[src/rtl/wb_pkg.sv]
// Shared definitions for the write-back buffer drain path.
// Holds size codes, default widths and the drain FSM state encoding.
package wb_pkg;

    localparam int ADDR_W_DEF = 15;
    localparam int EIP_W_DEF  = 32;

    localparam logic [2:0] SZ_1B = 3'd0;
    localparam logic [2:0] SZ_2B = 3'd1;
    localparam logic [2:0] SZ_4B = 3'd3;

    typedef enum logic [1:0] {
        IDLE   = 2'd0,
        REQ_LO = 2'd1,
        REQ_HI = 2'd2
    } drain_state_t;

    // Byte mask for a store of the given size code, before lane shifting.
    // Any code that is not 1 or 2 bytes is treated as a full word.
    function automatic logic [3:0] size_mask(input logic [2:0] size);
        case (size)
            SZ_1B:   size_mask = 4'h1;
            SZ_2B:   size_mask = 4'h3;
            SZ_4B:   size_mask = 4'hF;
            default: size_mask = 4'hF;
        endcase
    endfunction

endpackage

[src/rtl/wb_lane_align.sv]
// Lane alignment of an LSB-justified store onto two consecutive 32-bit words.
// The lo beat covers the addressed word, the hi beat the word after it.
module wb_lane_align
    import wb_pkg::*;
(
    input  logic [1:0]  off,
    input  logic [2:0]  size,
    input  logic [31:0] data,
    output logic [3:0]  lo_be,
    output logic [3:0]  hi_be,
    output logic [31:0] lo_wdata,
    output logic [31:0] hi_wdata,
    output logic        split
);

    logic [7:0]  mask8;
    logic [63:0] data64;

    // Shift mask and data into a 64-bit window, then slice into the two beats.
    always_comb begin
        mask8    = {4'b0000, size_mask(size)} << off;
        data64   = {32'b0, data} << {off, 3'b000};
        lo_be    = mask8[3:0];
        hi_be    = mask8[7:4];
        lo_wdata = data64[31:0];
        hi_wdata = data64[63:32];
        split    = |mask8[7:4];
    end

endmodule

[src/rtl/wb_drain_ctrl.sv]
// Drain side of the write-back buffer: pops entries, writes them to the
// word-wide memory port (one or two beats) and reports instruction retirement.
// Optional build macro WB_DRAIN_STAT_EN adds drained/split/squash counters.
//
// state  | meaning
// IDLE   | nothing in flight; pop whenever the buffer is non-empty
// REQ_LO | requesting the beat for the addressed word
// REQ_HI | requesting the beat for the following word (split stores only)
module wb_drain_ctrl
    import wb_pkg::*;
#(
    parameter int ADDR_W = ADDR_W_DEF,
    parameter int EIP_W  = EIP_W_DEF
) (
    input  logic              clk,
    input  logic              rst,
    input  logic              wb_empty,
    input  logic              wb_vld,
    input  logic [ADDR_W-1:0] wb_addr,
    input  logic [31:0]       wb_data,
    input  logic [EIP_W-1:0]  wb_eip,
    input  logic [2:0]        wb_size,
    input  logic              wb_last_uop,
    output logic              wb_read,
    output logic              mem_req,
    output logic [ADDR_W-3:0] mem_addr,
    output logic [3:0]        mem_be,
    output logic [31:0]       mem_wdata,
    input  logic              mem_ack,
    output logic              o_done_vld,
    output logic [EIP_W-1:0]  o_done_eip,
    output logic              o_busy
`ifdef WB_DRAIN_STAT_EN
    ,
    output logic [31:0]       stat_drained,
    output logic [31:0]       stat_split,
    output logic [31:0]       stat_squash
`endif
);

    drain_state_t state_q, state_d;

    logic [ADDR_W-1:0] addr_q;
    logic [31:0]       data_q;
    logic [EIP_W-1:0]  eip_q;
    logic [2:0]        size_q;
    logic              last_q;

    logic [3:0]        lo_be, hi_be;
    logic [31:0]       lo_wdata, hi_wdata;
    logic              split;
    logic [ADDR_W-3:0] word_lo, word_hi;
    logic              final_ack;
    logic              pop_vld;

    wb_lane_align u_align (
        .off      (addr_q[1:0]),
        .size     (size_q),
        .data     (data_q),
        .lo_be    (lo_be),
        .hi_be    (hi_be),
        .lo_wdata (lo_wdata),
        .hi_wdata (hi_wdata),
        .split    (split)
    );

    assign word_lo = addr_q[ADDR_W-1:2];
    assign word_hi = word_lo + (ADDR_W-2)'(1);

    // Pop decision, next state and memory port drive.
    always_comb begin
        final_ack = 1'b0;
        state_d   = state_q;
        mem_req   = 1'b0;
        mem_addr  = '0;
        mem_be    = '0;
        mem_wdata = '0;

        case (state_q)
            REQ_LO:  final_ack = mem_ack && !split;
            REQ_HI:  final_ack = mem_ack;
            default: final_ack = 1'b0;
        endcase

        wb_read = !rst && !wb_empty && (state_q == IDLE || final_ack);
        pop_vld = wb_read && wb_vld;

        case (state_q)
            IDLE: begin
                if (pop_vld) state_d = REQ_LO;
            end
            REQ_LO: begin
                mem_req   = 1'b1;
                mem_addr  = word_lo;
                mem_be    = lo_be;
                mem_wdata = lo_wdata;
                if (mem_ack) state_d = split ? REQ_HI : (pop_vld ? REQ_LO : IDLE);
            end
            REQ_HI: begin
                mem_req   = 1'b1;
                mem_addr  = word_hi;
                mem_be    = hi_be;
                mem_wdata = hi_wdata;
                if (mem_ack) state_d = pop_vld ? REQ_LO : IDLE;
            end
            default: state_d = IDLE;
        endcase

        o_busy = (state_q != IDLE);
    end

    // State register.
    always_ff @(posedge clk) begin
        if (rst) state_q <= IDLE;
        else     state_q <= state_d;
    end

    // Latch the head entry on a valid pop; squashed entries are never captured.
    always_ff @(posedge clk) begin
        if (rst) begin
            addr_q <= '0;
            data_q <= '0;
            eip_q  <= '0;
            size_q <= '0;
            last_q <= 1'b0;
        end else if (pop_vld) begin
            addr_q <= wb_addr;
            data_q <= wb_data;
            eip_q  <= wb_eip;
            size_q <= wb_size;
            last_q <= wb_last_uop;
        end
    end

    // One-cycle retire pulse after the final beat of a last-uop store.
    always_ff @(posedge clk) begin
        if (rst) begin
            o_done_vld <= 1'b0;
            o_done_eip <= '0;
        end else begin
            o_done_vld <= final_ack && last_q;
            if (final_ack && last_q) o_done_eip <= eip_q;
        end
    end

`ifdef WB_DRAIN_STAT_EN
    // Event counters; free-running and wrapping.
    always_ff @(posedge clk) begin
        if (rst) begin
            stat_drained <= '0;
            stat_split   <= '0;
            stat_squash  <= '0;
        end else begin
            if (final_ack)                       stat_drained <= stat_drained + 32'd1;
            if (final_ack && state_q == REQ_HI)  stat_split   <= stat_split + 32'd1;
            if (wb_read && !wb_vld)              stat_squash  <= stat_squash + 32'd1;
        end
    end
`endif

endmodule

[config.mk]
export PLATFORM = sky130hd
export DESIGN_NAME = wb_drain_ctrl
export DESIGN_NICKNAME = d
export VERILOG_FILES = /design/src/rtl/wb_pkg.sv /design/src/rtl/wb_lane_align.sv /design/src/rtl/wb_drain_ctrl.sv
export SDC_FILE = /design/constraint.sdc
export NUM_CORES = 1
export LEC_CHECK = 0
export ABC_CLOCK_PERIOD_IN_PS = 2260
export CAP_MARGIN = 20
export CORE_ASPECT_RATIO = 0.8
export CORE_MARGIN = 2
export CORE_UTILIZATION = 50
export CTS_BUF_LIST = sky130_fd_sc_hd__clkbuf_8
export DETAILED_ROUTE_END_ITERATION = 10
export GPL_TIMING_DRIVEN = 0
export HOLD_SLACK_MARGIN = 0.03
export PLACE_DENSITY_LB_ADDON = 0.1
export SYNTH_ARGS = -nofsm -noshare
export SYNTH_HDL_FRONTEND = slang
export SYNTH_SLANG_ARGS = --single-unit
export TNS_END_PERCENT = 20
[constraint.sdc]
create_clock -name clk -period 2.26 [get_ports clk]
set_clock_uncertainty 0.2 [all_clocks]
set_input_delay 0.339 -clock clk [delete_from_list [all_inputs] [get_ports clk]]
set_output_delay 0.339 -clock clk [all_outputs]
set_load 0.1 [all_outputs]
==> out/summary.txt <==
status: finished, violations left
failing checks: setup timing
Hold WC Path Type: register to register
final core occ: 0.772
Yosys reg bits: 118
clk sink count: 118
commonest cells after routing, fill and taps aside: 115 x nand2b_1, 110 x dfxtp_1, 100 x nor2_1, 86 x clkdlybuf4s50_1
Synth Area in Compound Gates: 0.313
RSZ-0062 raised after global routing: yes
H-tree Lvls: 4
Final GP Congestion: 0.976
endpoint class of the critical path: primary output
most common cell after layout, fill and taps aside: nand2b_1
final slew viol count: 0
FP Rows: 42
Inserted Clock Buffers: 17
antenna viol nets, final: 0
post-synth net total: 1,133
Leak Pwr: 4.72 nW
first-pass GRT wire length: 51,500 um
multi-input logic area: 0.00624 mm2
PortBufs: 171
sw frac: 0.367
number of synthesized flops with an enable pin: 0
Post-Synth Simple-Gate Area: 0.239
Skew-Pair Late Insertion Delay: 0.46 ns
total area of sequential cells: 0.00238 mm2
combinational cell fraction of total power: 0.321
maxcap violations: 0
ranking of synthesized cells by area: dfxtp_1 28%, nand2b_1 8.7%, o2111ai_1 8.6%, o311ai_1 8.6%, mux2i_1 7.1%
Starting DRT DRC Count: 1,145
final wirelength: 33,600 um
post-synth top area share: 0.279
Post-Synthesis Mean Instance Area: 8.13 um2
post-route setup slack: -0.471 ns
Async SR Flop Fraction: 0
power share of the clock group: 0.324
post-synthesis mux area share: 0.0830
Least-Margin Pin Slew: 1.01 ns
routed len/inst: 22.5 um
Internal Power: 4.11 mW
largest family of logic cells by synthesized area: compound AO/OA/AOI/OAI gates
CP Data Required Time: 1.72 ns
Reg clk slew, reported paths: 0.07 ns
library cells used by synthesis: 55
Synthesis Warnings: 0
Vias/cell: 6.76
Post-Synth XOR/XNOR Area: 0.00311
Worst Path Max Fanout: 6
worst endpoint data arrival time: 2.19 ns
Seq pwr share: 0.355
nets: 1,357
drt first pass iters: 6
vias in the first global route: 9,590
largest net degree at the start of global routing: 20
endpoints failing setup: 56
Syn-to-layout area delta: 51.1%
grt total ovfl: 0
CTS tree: done
Tot Pwr: 6.49 mW
Slew HR: 0.329
Clock Tree Buf Depth: 2
die height: 120 um
Hold Fails Final Rpt: 0
DRC viols: 0
initial antenna violation count: 0
Antenna diodes: 0
leading area contributor after synthesis: dfxtp_1
Die Area: 0.0180 mm2
I/O pins: 173
Synth Flop Type: dfxtp_1
Die W: 149 um
pwr dens: 508 mW/mm2
max frequency: 0.366 GHz
core area: 0.0166 mm2
crit path launch type: register
# hold bufs at CTS: 0
ratio of cells with drive above 1 in the final layout: 0.251
routed vias: 10,100
All-Layer GR Usage: 0.362
Synth Area in Adders: 0.00740
synthesized instance count: 1,040
DP HPWL: 22,000 um
Cell Area, Synth: 0.00846 mm2
VDD IR-drop max: 440 uV
sequential cell area fraction in the yosys report: 0.279
Psw: 2.38 mW
Root Buffer: clkbuf_8
Min Clock Period, post-route: 2.73 ns
final worst-path cycle share: 1.21
number of fill cells: 1,199
Initial Utilization: 0.511
Setup CP Type: register to primary output
through the flow:
| stage | instances | hold slack, ns | setup WS (ns) | TNS (ns) | instance area (um2) |
|---|---|---|---|---|---|
| after detailed placement | 1431 | 0.266 | -1.44 | -80.77 | 11000 |
| after global routing | 1497 | 0.294 | -0.548 | -19.29 | 12800 |
| after CTS | 1486 | 0.276 | -0.456 | -16.36 | 12500 |
| after global placement | 1431 | 0.261 | -1.40 | -77.62 | 11000 |
| after floorplan | 1040 | 0.284 | -0.333 | -7.00 | 8980 |
| final | 1497 | 0.272 | -0.471 | -16.49 | 12800 |
flip-flops by register name, indices dropped and copies added, names as in the netlist:
| register | count |
|---|---|
| data_q | 32 |
| size_q | 3 |
| last_q | 1 |
| state_q | 2 |
| o_done_vld | 1 |
| addr_q | 15 |
| eip_q | 32 |
| o_done_eip | 32 |
synth_stat cells, types with 6 or more instances:
master / count
a211oi_1: 8
a21oi_1: 6
a22o_1: 11
a22oi_1: 8
a31oi_1: 86
and2_1: 14
buf_1: 8
buf_2: 35
buf_6: 12
clkbuf_1: 75
dfxtp_1: 118
mux2_2: 7
mux2i_1: 60
nand2_1: 21
nand2b_1: 117
nand3_1: 8
nor2_1: 103
nor2b_1: 89
o2111ai_1: 83
o21ai_0: 24
o22ai_1: 9
o311ai_1: 83
power by group through the flow:
stage,clock network [mW],logic (mW),registers [mW]
final,2.10,2.08,2.31
after global routing,2.18,2.18,2.31
after CTS,2.09,1.93,2.29
after detailed placement,0,1.63,2.33
after global placement,0,1.60,2.33
after floorplan,0,1.11,2.30
kinds of logic (layout without fill, tap and decap cells):
family,Yosys count,count (layout)
adders and majority gates,5,5
buffers and inverters,134,371
and+or+nand+nor,369,369
xor gates and xnor gates,3,3
muxes,69,69
DFF,118,118
AOI/OAI and AO/OA,342,342
cell type report:
| type | count | area share |
|---|---|---|
| Clock buffer | 17 | 0.0183 |
| Tap cell | 220 | 0.0215 |
| Timing Repair Buffer | 208 | 0.196 |
| Buffer | 128 | 0.0735 |
| Sequential cell | 118 | 0.187 |
| Inverter | 3 | 0.00166 |
| Clock inverter | 15 | 0.0140 |
| Multi-Input combinational cell | 788 | 0.488 |
worst max-delay path: stages (launching register included):
cell and delay [ns]:
dfxtp_4 0.39, inv_4 0.06, ha_4 0.18, buf_12 0.14
nor2b_4 0.14, a32o_1 0.21, a22o_1 0.22, a22o_4 0.24
buf_12 0.16
layer usage:
layer / vias to the layer above / global-route usage / routed length, um
met5: - / 0 / 0
met4: 0 / 0.171 / 1340
met3: 130 / 0.0819 / 3940
met2: 777 / 0.544 / 14900
met1: 4786 / 0.492 / 13500
li1: 4434 / - / -
worst paths after layout:
check	from	endpoint	slack [ns]	cells after the start
worst min register to register	o_done_eip[29]$_SDFFE_PP0P_	o_done_eip[29]$_SDFFE_PP0P_	0.27	2
worst max register to register	state_q[1]$_SDFFE_PP0P_	data_q[24]$_SDFFE_PP0P_	0.01	8
worst min-delay path	o_done_eip[29]$_SDFFE_PP0P_	o_done_eip[29]$_SDFFE_PP0P_	0.27	2
worst max-delay path	state_q[1]$_SDFFE_PP0P_	mem_wdata[23]	-0.47	8
timing repair:
action                                  4_1_cts  5_1_grt
endpoints found under the hold margin         0        0
gates cloned                                  2        1
gates resized for setup                     625       71
pin swaps                                    28       23
setup buffers                                23       11
endpoints found under the setup margin      155      129
Power figures use the tool's default switching activity.
